File: src/rtl/cond_unit_pkg.sv
// Shared definitions for the conditional-execution / write-back stage.
package cond_unit_pkg;

  // ARM condition-field encodings; 4'hf behaves like AL.
  localparam logic [3:0] CondEq = 4'h0;
  localparam logic [3:0] CondNe = 4'h1;
  localparam logic [3:0] CondCs = 4'h2;
  localparam logic [3:0] CondCc = 4'h3;
  localparam logic [3:0] CondMi = 4'h4;
  localparam logic [3:0] CondPl = 4'h5;
  localparam logic [3:0] CondVs = 4'h6;
  localparam logic [3:0] CondVc = 4'h7;
  localparam logic [3:0] CondHi = 4'h8;
  localparam logic [3:0] CondLs = 4'h9;
  localparam logic [3:0] CondGe = 4'ha;
  localparam logic [3:0] CondLt = 4'hb;
  localparam logic [3:0] CondGt = 4'hc;
  localparam logic [3:0] CondLe = 4'hd;
  localparam logic [3:0] CondAl = 4'he;

  // Bit positions inside the NZCV nibble.
  localparam int unsigned FlagN = 3;
  localparam int unsigned FlagZ = 2;
  localparam int unsigned FlagC = 1;
  localparam int unsigned FlagV = 0;

  // Write-back sequencer: StHi is the second beat of a long multiply.
  typedef enum logic {StIdle, StHi} state_e;

endpackage

File: src/rtl/cond_unit_if.sv
// Decoder/ALU side bundle of the conditional-execution stage.
interface cond_unit_if;
  logic [3:0]  Cond;
  logic [3:0]  ALUFlags;
  logic [1:0]  FlagW;
  logic        PCS;
  logic        RegW;
  logic        MemW;
  logic        LongMul;
  logic [3:0]  Rd;
  logic [31:0] WDin;
  logic [3:0]  RdLo;
  logic [3:0]  RdHi;
  logic [31:0] Result1;
  logic [31:0] Result2;

  logic        PCSrc;
  logic        RegWrite;
  logic        MemWrite;
  logic [3:0]  WA3;
  logic [31:0] WD3;
  logic        Stall;
  logic [3:0]  Flags;

  modport master (
    output Cond, ALUFlags, FlagW, PCS, RegW, MemW, LongMul, Rd, WDin, RdLo, RdHi,
           Result1, Result2,
    input  PCSrc, RegWrite, MemWrite, WA3, WD3, Stall, Flags
  );

  modport slave (
    input  Cond, ALUFlags, FlagW, PCS, RegW, MemW, LongMul, Rd, WDin, RdLo, RdHi,
           Result1, Result2,
    output PCSrc, RegWrite, MemWrite, WA3, WD3, Stall, Flags
  );
endinterface

File: src/rtl/cond_eval.sv
// Combinational ARM condition check of a 4-bit condition field against NZCV.
module cond_eval
  import cond_unit_pkg::*;
(
  input  logic [3:0] cond,
  input  logic [3:0] flags,
  output logic       condex
);

  logic n, z, c, v;
  assign n = flags[FlagN];
  assign z = flags[FlagZ];
  assign c = flags[FlagC];
  assign v = flags[FlagV];

  // Decode the condition field; anything not listed (AL and 4'hf) is unconditional.
  always_comb begin
    condex = 1'b1;
    case (cond)
      CondEq:  condex = z;
      CondNe:  condex = ~z;
      CondCs:  condex = c;
      CondCc:  condex = ~c;
      CondMi:  condex = n;
      CondPl:  condex = ~n;
      CondVs:  condex = v;
      CondVc:  condex = ~v;
      CondHi:  condex = c & ~z;
      CondLs:  condex = ~c | z;
      CondGe:  condex = (n == v);
      CondLt:  condex = (n != v);
      CondGt:  condex = ~z & (n == v);
      CondLe:  condex = z | (n != v);
      default: condex = 1'b1;
    endcase
  end

endmodule

File: src/rtl/cond_unit.sv
// Conditional-execution and write-back sequencing stage: NZCV register, write gating,
// and two-beat register-file write of 64-bit long-multiply results.
module cond_unit
  import cond_unit_pkg::*;
(
  input  logic        clk,
  input  logic        reset,
  cond_unit_if.slave  bus
);

  state_e      state_q, state_d;
  logic [3:0]  flags_q, flags_d;
  logic [31:0] hi_word_q, hi_word_d;
  logic [3:0]  hi_idx_q, hi_idx_d;
  logic        condex;

  logic        pcsrc, regwrite, memwrite, stall;
  logic [3:0]  wa3;
  logic [31:0] wd3;

  // Condition is always judged against the registered flags.
  cond_eval u_cond_eval (
    .cond   (bus.Cond),
    .flags  (flags_q),
    .condex (condex)
  );

  // Next-state, flag update and gated write-back outputs.
  always_comb begin
    state_d   = state_q;
    flags_d   = flags_q;
    hi_word_d = hi_word_q;
    hi_idx_d  = hi_idx_q;
    pcsrc     = 1'b0;
    regwrite  = 1'b0;
    memwrite  = 1'b0;
    stall     = 1'b0;
    wa3       = bus.Rd;
    wd3       = bus.WDin;

    unique case (state_q)
      StIdle: begin
        if (bus.FlagW[1] && condex) begin
          flags_d[FlagN] = bus.ALUFlags[FlagN];
          flags_d[FlagZ] = bus.ALUFlags[FlagZ];
        end
        if (bus.FlagW[0] && condex) begin
          flags_d[FlagC] = bus.ALUFlags[FlagC];
          flags_d[FlagV] = bus.ALUFlags[FlagV];
        end
        if (bus.LongMul) begin
          // Low word now, high word next cycle while fetch is held.
          if (bus.RegW && condex) begin
            regwrite  = 1'b1;
            wa3       = bus.RdLo;
            wd3       = bus.Result2;
            stall     = 1'b1;
            hi_word_d = bus.Result1;
            hi_idx_d  = bus.RdHi;
            state_d   = StHi;
          end
        end else begin
          pcsrc    = bus.PCS & condex;
          regwrite = bus.RegW & condex;
          memwrite = bus.MemW & condex;
        end
      end
      StHi: begin
        // Instruction inputs are the repeated long multiply; use only the latched beat.
        regwrite = 1'b1;
        wa3      = hi_idx_q;
        wd3      = hi_word_q;
        state_d  = StIdle;
      end
      default: state_d = StIdle;
    endcase

    if (reset) begin
      pcsrc    = 1'b0;
      regwrite = 1'b0;
      memwrite = 1'b0;
      stall    = 1'b0;
    end
  end

  // State, flag register and latched high beat.
  always_ff @(posedge clk or posedge reset) begin
    if (reset) begin
      state_q   <= StIdle;
      flags_q   <= 4'b0000;
      hi_word_q <= 32'h0;
      hi_idx_q  <= 4'h0;
    end else begin
      state_q   <= state_d;
      flags_q   <= flags_d;
      hi_word_q <= hi_word_d;
      hi_idx_q  <= hi_idx_d;
    end
  end

  assign bus.PCSrc    = pcsrc;
  assign bus.RegWrite = regwrite;
  assign bus.MemWrite = memwrite;
  assign bus.WA3      = wa3;
  assign bus.WD3      = wd3;
  assign bus.Stall    = stall;
  assign bus.Flags    = flags_q;

endmodule

File: src/flat_wrapper.sv
// flat-port wrapper written by rule: the top's interface ports become plain ports
module cond_unit_flat import cond_unit_pkg::*;
  (clk, reset, bus_Cond, bus_ALUFlags, bus_FlagW, bus_PCS, bus_RegW, bus_MemW, bus_LongMul, bus_Rd, bus_WDin, bus_RdLo, bus_RdHi, bus_Result1, bus_Result2, bus_PCSrc, bus_RegWrite, bus_MemWrite, bus_WA3, bus_WD3, bus_Stall, bus_Flags);
  cond_unit_if bus_i ();
  input  logic clk;
  input  logic reset;
  input wire logic [$bits(bus_i.Cond)-1:0] bus_Cond;
  input wire logic [$bits(bus_i.ALUFlags)-1:0] bus_ALUFlags;
  input wire logic [$bits(bus_i.FlagW)-1:0] bus_FlagW;
  input wire logic [$bits(bus_i.PCS)-1:0] bus_PCS;
  input wire logic [$bits(bus_i.RegW)-1:0] bus_RegW;
  input wire logic [$bits(bus_i.MemW)-1:0] bus_MemW;
  input wire logic [$bits(bus_i.LongMul)-1:0] bus_LongMul;
  input wire logic [$bits(bus_i.Rd)-1:0] bus_Rd;
  input wire logic [$bits(bus_i.WDin)-1:0] bus_WDin;
  input wire logic [$bits(bus_i.RdLo)-1:0] bus_RdLo;
  input wire logic [$bits(bus_i.RdHi)-1:0] bus_RdHi;
  input wire logic [$bits(bus_i.Result1)-1:0] bus_Result1;
  input wire logic [$bits(bus_i.Result2)-1:0] bus_Result2;
  output wire logic [$bits(bus_i.PCSrc)-1:0] bus_PCSrc;
  output wire logic [$bits(bus_i.RegWrite)-1:0] bus_RegWrite;
  output wire logic [$bits(bus_i.MemWrite)-1:0] bus_MemWrite;
  output wire logic [$bits(bus_i.WA3)-1:0] bus_WA3;
  output wire logic [$bits(bus_i.WD3)-1:0] bus_WD3;
  output wire logic [$bits(bus_i.Stall)-1:0] bus_Stall;
  output wire logic [$bits(bus_i.Flags)-1:0] bus_Flags;
  assign bus_i.Cond = bus_Cond;
  assign bus_i.ALUFlags = bus_ALUFlags;
  assign bus_i.FlagW = bus_FlagW;
  assign bus_i.PCS = bus_PCS;
  assign bus_i.RegW = bus_RegW;
  assign bus_i.MemW = bus_MemW;
  assign bus_i.LongMul = bus_LongMul;
  assign bus_i.Rd = bus_Rd;
  assign bus_i.WDin = bus_WDin;
  assign bus_i.RdLo = bus_RdLo;
  assign bus_i.RdHi = bus_RdHi;
  assign bus_i.Result1 = bus_Result1;
  assign bus_i.Result2 = bus_Result2;
  assign bus_PCSrc = bus_i.PCSrc;
  assign bus_RegWrite = bus_i.RegWrite;
  assign bus_MemWrite = bus_i.MemWrite;
  assign bus_WA3 = bus_i.WA3;
  assign bus_WD3 = bus_i.WD3;
  assign bus_Stall = bus_i.Stall;
  assign bus_Flags = bus_i.Flags;
  cond_unit u_core (.clk(clk), .reset(reset), .bus(bus_i));
endmodule
File: config.mk
export PLATFORM = sky130hd
export DESIGN_NAME = cond_unit_flat
export DESIGN_NICKNAME = d
export VERILOG_FILES = /design/src/rtl/cond_unit_pkg.sv /design/src/rtl/cond_unit_if.sv /design/src/rtl/cond_eval.sv /design/src/rtl/cond_unit.sv /design/src/flat_wrapper.sv
export SDC_FILE = /design/constraint.sdc
export NUM_CORES = 1
export LEC_CHECK = 0
export ABC_CLOCK_PERIOD_IN_PS = 4480
export CAP_MARGIN = 10
export CORE_ASPECT_RATIO = 1.1
export CORE_MARGIN = 2
export CORE_UTILIZATION = 34
export DETAILED_ROUTE_END_ITERATION = 16
export MAX_ROUTING_LAYER = met4
export PLACE_DENSITY = 0.77
export REMOVE_ABC_BUFFERS = 1
export SLEW_MARGIN = 20
export SYNTH_ARGS = -nofsm -noshare
export SYNTH_HDL_FRONTEND = slang
export SYNTH_SLANG_ARGS = --single-unit
File: constraint.sdc
create_clock -name clk -period 4.48 [get_ports clk]
set_input_delay 1.344 -clock clk [delete_from_list [all_inputs] [get_ports clk]]
set_output_delay 1.344 -clock clk [all_outputs]
set_load 0.03 [all_outputs]
==> summary.txt, run 1 <==
Routing
  – Via count: 2,427
  – DRC errors left: 0
  – Routed Antenna Nets: 0
  – Avg WL per Cell: ~17 um
  – TritonRoute pass-1 iters: 3
  – DRT iter0 DRCs: 36
  – Final wirelength: about 8.6 mm
  – Avg Vias per Cell: 4.88

Yosys
  – Largest family of logic cells by synthesized area: multiplexers
  – Most frequent cell after synthesis: mux2_2
  – Synth cell count leaders: mux2_2, dfrtp_1, mux2_4
  – Register area share after synthesis: between 30% and 40%
  – Area leader, netlist: dfrtp_1
  – Top FF cell, synth: dfrtp_1
  – FF+latch count, synth: between 40 and 50
  – Syn_area_per_cell: about 14 sq um
  – Compound-Gate Fraction of Synth Area: between 4 and 5%
  – Synth Area in Adders: 0%
  – Synth Instances: 205
  – Ys async rst share: between 90% and 100%
  – Synthesis Warnings: 0
  – Yosys cell types: 32
  – Top cell type's share of synthesized area: roughly 37%
  – Syn Std Cell Area: 0.00278 sq mm
  – Post-synth EDFFs: 0
  – Mux cell area share after synthesis: between 50% and 60%
  – Post-Synth Simple-Gate Area: between 4 and 5%
  – Xor/xnor cell area share of the yosys netlist: less than 1%
  – Area contributors post-synth: dfrtp_1, mux2_2, mux2_4

CTS
  – Clock Sinks: 41
  – CTS tree: done
  – Total clock buffers created by CTS: 5
  – Root Driver: clkbuf_8
  – Clk_lat worst skew: ~280 ps
  – Worst-path clk slew: ~80 ps
  – Max clock buf depth: 2
  – CTS H-tree depth: 2

Status
  – Failing checks: negative setup slack
  – Outcome: finished, violations left

Finish
  – Post-route insts no fill: about 500
  – Area Overhead vs Synth: 83.4%
  – Nets@finish: around 500
  – Layout cell share with drive strength beyond 1: 50.6%
  – ANT cells: 0

Floorplanning
  – IO Pins: 168
  – Row count: 34
  – Die H: around 99 um
  – Core Region: slightly below 0.008 sq mm
  – DIE WIDTH: 90.3 um
  – DIE AREA: 0.00893 sq mm
  – Initial Util: 35.2%

Timing
  – RSZ-0062 raised after global routing: true
  – Fin Clk Skew: around 4.6 ps
  – Slew Limit Fails: 0
  – Worst-Margin Slew: 546 ps
  – Min Tclk post-route: 4670 ps
  – Slew headroom: 63.6%
  – Final hold vios: 0
  – # setup viols final: 36
  – Max frequency: about 0.21 GHz
  – Worst setup margin: -193 ps
  – Tcrit/Tclk final: 104%

Placed design
  – GP Congestion: about 0.84
  – # placed instances: 478
  – IO buf count: 167
  – Hpwl dp: roughly 6.3 mm
  – Dpl ws: -1100 ps

Critical path
  – Worst EP required: around 3100 ps
  – Crit. End Element: output port
  – CP max FO: 11
  – CP Launch Type: primary input
  – CP Data Arrival Time: between 3000 and 4000 ps
  – Setup Crit Path Kind: in -> out

GRT
  – Gr ovfl total: 0
  – Largest net degree at the start of global routing: 42
  – Initial antenna violation count: 0
  – Vias in the first global route: between 2,000 and 3,000
  – First-pass GRT wire length: between 10 and 15 mm
  – Total GRT Usage: 20.3%

Power
  – Peak supply drop: just under 0.0002 V
  – Static leakage: 2.18 nW
  – Cell area power density: just over 400 mW/mm^2

Hold path
  – HP Class: reg -> reg

Run
  – Max-cap viol count: 0
worst paths after layout:
check                                                 startpoint                               end  slack (ps)  cells after the start
max in group asynchronous                                  reset          u_core.state_q$_DFF_PP0_        2500                      3
worst max register to register   u_core.bus.Flags[0]$_DFFE_PP0P_    u_core.hi_idx_q[2]$_DFFE_PP0P_        1780                      9
min in group asynchronous                                  reset  u_core.hi_word_q[30]$_DFFE_PP0P_        1580                      3
worst max-delay path                                 bus_Cond[2]                       bus_WD3[12]        -190                     11
worst min-delay path            u_core.hi_word_q[23]$_DFFE_PP0P_  u_core.hi_word_q[23]$_DFFE_PP0P_         510                      1
worst min register to register  u_core.hi_word_q[23]$_DFFE_PP0P_  u_core.hi_word_q[23]$_DFFE_PP0P_         510                      1
area by class of cell:
| class | instances | area, sq um |
|---|---|---|
| fillers | 664 | 2810 |
| repair buffers | 190 | 2040 |
| multi-input cells | 147 | 1780 |
| flip-flops and latches | 41 | 1030 |
| well taps | 108 | 135 |
| clock buffers | 7 | 86.3 |
| clock inverters | 1 | 30.0 |
| inverters | 3 | 11.3 |
metal layers:
layer,global-route usage (%),vias to the layer above,share of wire (%)
li1,-,1122,-
met1,21.5,1185,37
met2,38.4,106,56
met3,3.59,14,4.7
met4,6.04,0,2.3
met5,-,-,0
critical path: stages:
cell and delay [ps]:
buf_12 120, a211oi_2 230, o2bb2ai_2 150, o311ai_4 140
a31oi_4 240, buf_12 160, buf_12 120, buf_16 120
mux2_4 290, mux2_4 270, buf_6 140
sequential cells by signal, indices dropped and copies added, names as in the netlist:
name	count
u_core.bus.Flags	4
u_core.hi_idx_q	4
u_core.hi_word_q	32
u_core.state_q	1
cell usage in the layout, fill, tap and decap left out, drive strengths merged, types with 4 or more instances in the layout:
cell / instances
clkdlybuf4s50: 123
mux2: 112
buf: 63
dfrtp: 41
clkbuf: 7
nor2: 4
dlygate4sd2: 4
cells by family (layout without fill, tap and decap cells):
kind of cell | count (synthesis) | after routing
flops | 41 | 41
compound gates | 11 | 11
buf+inv | 17 | 201
mux | 114 | 114
xor+xnor | 2 | 2
simple gates | 20 | 20
metrics by stage:
step	utilization [%]	cell area [sq um]	setup TNS (ps)	hold slack (ps)	total power (W)
after floorplan	-	2690	-18430	474	0.00126
after global placement	58.3	4610	-38340	485	0.00164
after detailed placement	58.3	4610	-39850	489	0.00168
after CTS	64.0	5060	-6810	511	0.00211
after global routing	64.5	5100	-7120	529	0.00224
final	64.5	5100	-5030	505	0.00211
where the power goes:
group | switching (W) | total [W] | internal, W
clock network | 0.000127 | 0.000309 | 0.000182
registers | 0.000138 | 0.000692 | 0.000554
logic | 0.000462 | 0.00111 | 0.000649
total | 0.000727 | 0.00211 | 0.00138
what timing repair did:
action                                 4_1_cts  5_1_grt
gates resized for setup                    286       22
setup endpoints to repair                   40       36
setup buffers                                8        1
endpoints found under the hold margin        0        0
pin swaps                                    6        4
cloned                                       4        0
hold buffers                                 0        0
No activity file was read; power rests on OpenSTA's default activity.
==> run 2, diff against run 1 <==
CAP_MARGIN = not set   (was 10)
MAX_ROUTING_LAYER = not set   (was met4)
SETUP_SLACK_MARGIN = 0.5   (was not set)
==> run 2 against run 1 <==
  * The flow still finishes with violations (negative setup slack)
  * Via count increased by 1.4%
  * Highest routed layer unchanged
  * Die area unchanged
  * Largest power group unchanged
  * Combinational power increased by 4%
  * Non-clock buffer count increased by 6
==> summary.txt, run 2 (same netlist as run 1, synthesis figures left out) <==
Critical path
  – Worst path max stage delay: 290 ps (about the same)
  – CP Data Arrival Time: 3370 ps (+40 ps)
  – CP Launch Type: primary input
  – Cell mode on critical path: buf_12
  – Worst EP required: 3140 ps (about the same)
  – Crit. End Element: output port
  – CP max stage cell: mux2_4
  – Cells on worst reg2reg path: 10 (+1)
  – Setup Crit Path Kind: in -> out
  – Worst path cell trace: buf_12, a211oi_2, o2bb2ai_2, o311ai_4, a31oi_4, buf_12, buf_12, buf_16, mux2_4, mux2_4, buf_6
  – CP max FO: 10 (-1)

Status
  – Outcome: finished, violations left
  – Failing checks: negative setup slack

Routing
  – Avg Vias per Cell: 4.89 (+0.19%)
  – DRT iter0 DRCs: 38 (+5.6%)
  – Avg WL per Cell: 17.9 um (+3.0%)
  – TritonRoute pass-1 iters: 4 (+1)
  – Routed Antenna Nets: 0 (unchanged)
  – Final wirelength: 8.98 mm (+4.3%)
  – Metal-1 WL: 3.16 mm (-1.1%)
  – Via count: 2,461 (+1.4%)
  – Max Used Layer: met4
  – Routed length on met2: 5.09 mm (+5.8%)
  – Routed wl met3: 525 um (+30%)
  – DRC errors left: 0 (unchanged)

Finish
  – Largest reg by FF count: u_core.hi_word_q
  – Most frequent cells in the layout: clkdlybuf4s50_1, mux2_2, mux2_4, dfrtp_1, buf_6
  – Util after Layout: 66.0% (+1.5 points)
  – Nets@finish: 518 (+1.2%)
  – Max reg flops: 32 (unchanged)
  – Area Overhead vs Synth: 87.6%
  – Layout cell share with drive strength beyond 1: 52.9% (+2.3 points)
  – Commonest non-fill, non-tap cell in the layout: clkdlybuf4s50_1
  – ANT cells: 0 (unchanged)
  – Final instance area: 0.00522 sq mm (+2.3%)

Placed design
  – Hpwl dp: 6.26 mm (unchanged)
  – IO buf count: 167 (unchanged)
  – Placed instance area: 0.00461 sq mm (unchanged)
  – GP Congestion: 0.823 (-1.5%)

GRT
  – Vias in the first global route: 2,881 (-0.17%)
  – Total GRT Usage: 19.7% (-0.55 points)
  – First-pass GRT wire length: 14.0 mm (+0.14%)
  – Gr ovfl total: 0 (unchanged)
  – Largest net degree at the start of global routing: 42 (unchanged)
  – Initial antenna violation count: 0 (unchanged)

Timing
  – Max frequency: 0.212 GHz (-0.87%)
  – Tcrit/Tclk final: 105% (+0.91 points)
  – Final hold vios: 0 (unchanged)
  – RSZ-0062 raised after global routing: true
  – Worst setup margin: -234 ps (-40.8 ps)
  – Slew Limit Fails: 0 (unchanged)
  – Fin Clk Skew: 4.32 ps (-0.312 ps)
  – Final worst hold slack: 505 ps (-0.0590 ps)
  – Min Tclk post-route: 4710 ps (+40.8 ps)
  – Slew headroom: 63.6% (about the same)
  – Worst-Margin Slew: 546 ps (-0.825 ps)
  – # setup viols final: 36 (unchanged)

Floorplanning
  – Die H: 98.9 um (unchanged)
  – Initial Util: 35.2% (unchanged)
  – DIE AREA: 0.00893 sq mm (unchanged)
  – Core Region: 0.00791 sq mm (unchanged)
  – DIE WIDTH: 90.3 um (unchanged)
  – IO Pins: 168 (unchanged)
  – Row count: 34 (unchanged)

CTS
  – Clk_lat worst skew: 280 ps (about the same)
  – Worst-path clk slew: 80 ps (about the same)
  – CTS tree: done
  – CTS H-tree depth: 2 (unchanged)
  – Total clock buffers created by CTS: 5 (unchanged)
  – Max clock buf depth: 2 (unchanged)
  – Root Driver: clkbuf_8
  – Clock Sinks: 41 (unchanged)

Power
  – Cell area power density: 412 mW/mm^2 (-0.32%)
  – Final Power: 0.00215 W (+2.0%)
  – Peak supply drop: 0.000198 V (+0.11%)
  – Static leakage: 2.22 nW (+1.7%)

Hold path
  – Hold depth: 1 (unchanged)
  – HP Class: reg -> reg

Run
  – Max-cap viol count: 0 (unchanged)
## run 2: cell types whose count changed in the layout (fill, tap and decap cells not counted)
cell / before / now
dlygate4sd2_1: 4 / 0
nand3_1: 1 / 0
buf_6: 38 / 39
buf_12: 7 / 8
mux2_2: 66 / 67
clkdlybuf4s15_2: 0 / 2
mux2_4: 46 / 45
buf_4: 14 / 18
a21oi_1: 1 / 0
nand3_4: 0 / 1
a21oi_2: 2 / 3
buf_16: 3 / 5
## run 2: through the flow
stage / setup WS, ps / setup TNS [ps] / instances
6_report: -234 / -7350 / 503
5_1_grt: -274 / -8540 / 503
4_1_cts: -225 / -6810 / 498
3_5_place_dp: -1100 / -39850 / 478
3_3_place_gp: -1060 / -38340 / 478
2_1_floorplan: -569 / -18430 / 191
## run 2: layer usage
layer / track usage [%] / up-vias
met5: 0 / -
met4: 6.04 / 0
met3: 5.12 / 14
met2: 38.5 / 106
met1: 20.6 / 1203
li1: - / 1138
## run 2: area by class of cell
class                   count  area (sq um)
well taps                 108           135
clock inverters             1          30.0
inverters                   3          11.3
fillers                   657          2690
flip-flops and latches     41          1030
clock buffers               7          86.3
repair buffers            196          2140
multi-input cells         147          1790
## run 2: critical path, delay by kind of cell
| family | cells | cell delay, ps |
|---|---|---|
| multiplexers | 2 | 560 |
| buffers and inverters | 5 | 660 |
| AO/OA/AOI/OAI | 4 | 810 |
## run 2: report_power, final
group | internal (W) | switching (W) | total [W]
sequential | 0.000554 | 0.000141 | 0.000696
combinational | 0.000673 | 0.000475 | 0.00115
clock | 0.000182 | 0.000128 | 0.000309
## run 2: what timing repair did
action	4_1_cts	5_1_grt
gates resized for setup	294	36
setup buffers	8	5
cloned	4	0
hold buffers	0	0
pin swaps	6	6
setup endpoints to repair	40	40
## run 2: worst paths after layout
path	startpoint	to	slack, ps
max	bus_Cond[2]	bus_WD3[12]	-230
min	u_core.hi_word_q[23]$_DFFE_PP0P_	u_core.hi_word_q[23]$_DFFE_PP0P_	510
min reg2reg	u_core.hi_word_q[23]$_DFFE_PP0P_	u_core.hi_word_q[23]$_DFFE_PP0P_	510
max reg2reg	u_core.bus.Flags[0]$_DFFE_PP0P_	u_core.hi_idx_q[2]$_DFFE_PP0P_	1740
max in group asynchronous	reset	u_core.state_q$_DFF_PP0_	2510
min in group asynchronous	reset	u_core.hi_word_q[30]$_DFFE_PP0P_	1580
==> run 3, diff against run 2 <==
==> constraint.sdc (replaced) <==
create_clock -name clk -period 4.48 [get_ports clk]
set_input_delay 1.344 -clock clk [delete_from_list [all_inputs] [get_ports clk]]
set_output_delay 1.344 -clock clk [all_outputs]
set_load 0.05 [all_outputs]
==> run 3 against run 2 <==
  * The flow still finishes with violations (negative setup slack)
  * Core utilization is 2.0 points lower
  * Via count decreased by 3.3%
  * Clock power is 1% higher
  * Clock skew rose by 1.3 ps
  * Critical path type unchanged
  * Fmax increased by 1.5%
==> summary.txt, run 3 (same netlist as run 1, synthesis figures left out) <==
GRT
  – First-pass GRT wire length: 13.1 mm (-6.5%)
  – Gr ovfl total: 0 (unchanged)
  – Initial antenna violation count: 0 (unchanged)
  – Vias in the first global route: 2,735 (-5.1%)
  – Largest net degree at the start of global routing: 42 (unchanged)
  – Total GRT Usage: 18.1% (-1.6 points)

Hold path
  – HP Class: reg -> reg

CTS
  – Root Driver: clkbuf_8
  – Max clock buf depth: 2 (unchanged)
  – Total clock buffers created by CTS: 5 (unchanged)
  – CTS tree: done
  – Clk_lat worst skew: 290 ps (about the same)
  – CTS H-tree depth: 2 (unchanged)
  – Clock Sinks: 41 (unchanged)
  – Worst-path clk slew: 80 ps (about the same)

Placed design
  – Hpwl dp: 5.81 mm (-7.1%)
  – Dpl ws: -755 ps (+340 ps)
  – GP Congestion: 0.856 (+4.0%)
  – # placed instances: 474 (-0.84%)
  – IO buf count: 167 (unchanged)

Routing
  – Final wirelength: 8.05 mm (-10%)
  – TritonRoute pass-1 iters: 4 (unchanged)
  – Routed Antenna Nets: 0 (unchanged)
  – Via count: 2,379 (-3.3%)
  – Avg WL per Cell: 16.4 um (-8.3%)
  – DRT iter0 DRCs: 32 (-16%)
  – DRC errors left: 0 (unchanged)
  – Avg Vias per Cell: 4.84 (-1.2%)

Power
  – Cell area power density: 444 mW/mm^2 (+7.8%)
  – Peak supply drop: 0.000234 V (+18%)
  – Final Power: 0.00225 W (+4.5%)
  – Static leakage: 2.12 nW (-4.4%)

Timing
  – Max frequency: 0.215 GHz (+1.5%)
  – Final hold vios: 0 (unchanged)
  – Min Tclk post-route: 4650 ps (-68.6 ps)
  – Worst-Margin Slew: 952 ps (+406 ps)
  – Fin Clk Skew: 5.63 ps (+1.30 ps)
  – # setup viols final: 36 (unchanged)
  – Slew Limit Fails: 0 (unchanged)
  – Worst setup margin: -166 ps (+68.6 ps)
  – Final worst hold slack: 505 ps (-0.181 ps)
  – RSZ-0062 raised after global routing: true
  – Tcrit/Tclk final: 104% (-1.5 points)
  – Slew headroom: 36.6% (-27 points)

Critical path
  – Worst EP required: 3140 ps (about the same)
  – CP Data Arrival Time: 3300 ps (-70 ps)
  – Worst Path Buf+Inv: 4 (-1)
  – Worst path max stage delay: 330 ps (+40 ps)
  – Crit. End Element: output port
  – CP max FO: 9 (-1)
  – Worst path cell trace: buf_12, xor2_4, a21oi_2, o211a_1, a31oi_4, buf_12, buf_12, mux2_2, mux2_2, buf_6
  – Cell mode on critical path: buf_12
  – Setup Crit Path Kind: in -> out
  – CP max stage cell: mux2_2
  – CP Launch Type: primary input
  – Crit path max-delay family: multiplexers

Finish
  – Area Overhead vs Synth: 81.9%
  – Max reg flops: 32 (unchanged)
  – ANT cells: 0 (unchanged)
  – Layout cell share with drive strength beyond 1: 50.8% (-2.1 points)
  – Most frequent cells in the layout: clkdlybuf4s50_1, mux2_2, dfrtp_1, mux2_4, buf_6
  – Nets@finish: 507 (-2.1%)
  – Largest reg by FF count: u_core.hi_word_q
  – Post-route insts no fill: 492 (-2.2%)
  – Commonest non-fill, non-tap cell in the layout: clkdlybuf4s50_1

Floorplanning
  – Row count: 34 (unchanged)
  – Die H: 98.9 um (unchanged)
  – IO Pins: 168 (unchanged)
  – Initial Util: 35.2% (unchanged)
  – Core Region: 0.00791 sq mm (unchanged)
  – DIE AREA: 0.00893 sq mm (unchanged)
  – DIE WIDTH: 90.3 um (unchanged)

Run
  – Max-cap viol count: 0 (unchanged)

Status
  – Outcome: finished, violations left
  – Failing checks: negative setup slack
==> run 3: cell count changes in the layout (fill, tap and decap cells not counted), moves of 3 or more <==
cell / delta
buf_4: -8
mux2_4: -10
buf_8: +6
buf_12: -3
mux2_2: +10
buf_6: -4
==> run 3: per-layer routing <==
layer / GRT usage [%] / vias up / wire length (um)
met4: 4.26 / 0 / 104
met2: 35.0 / 106 / 4370
li1: - / 1119 / -
met3: 5.12 / 10 / 577
met1: 19.5 / 1144 / 3000
met5: 0 / - / 0
==> run 3: cell type report <==
class	count	area [sq um]
Clock buffer	7	86.3
Clock inverter	1	30.0
Fill cell	641	2850
Inverter	3	11.3
Multi-Input combinational cell	147	1730
Sequential cell	41	1030
Tap cell	108	135
Timing Repair Buffer	185	2040
==> run 3: what timing repair did <==
item	CTS	global route
cloned	4	1
hold buffers	0	0
setup buffers	4	1
pin swaps	7	2
gates resized for setup	86	7
endpoints found under the hold margin	0	0
setup endpoints to repair	40	40
==> run 3: power breakdown <==
group | internal, W | switching, W | total, W | leakage, nW
Clock | 0.000182 | 0.000131 | 0.000313 | 0.0585
Combinational | 0.000653 | 0.000590 | 0.00124 | 1.57
Sequential | 0.000554 | 0.000141 | 0.000695 | 0.487
==> run 3: final timing paths <==
kind	end	start	depth (start not counted)	slack, ps
worst max-delay path	bus_WA3[3]	bus_Cond[0]	10	-170
worst min-delay path	u_core.hi_word_q[5]$_DFFE_PP0P_	u_core.hi_word_q[5]$_DFFE_PP0P_	1	510
worst max register to register	u_core.hi_word_q[22]$_DFFE_PP0P_	u_core.bus.Flags[0]$_DFFE_PP0P_	8	1780
worst min register to register	u_core.hi_word_q[5]$_DFFE_PP0P_	u_core.hi_word_q[5]$_DFFE_PP0P_	1	510
max in group asynchronous	u_core.state_q$_DFF_PP0_	reset	3	2500
min in group asynchronous	u_core.hi_word_q[30]$_DFFE_PP0P_	reset	3	1580
==> run 3: per-stage QoR <==
step           TNS (ps)  area (sq um)  utilization, %
6_report          -4840          5060            64.0
5_1_grt           -7580          5060            64.0
4_1_cts           -5050          5000            63.2
3_5_place_dp     -26660          4500            56.8
3_3_place_gp     -23890          4500            56.8
2_1_floorplan    -20320          2690               -
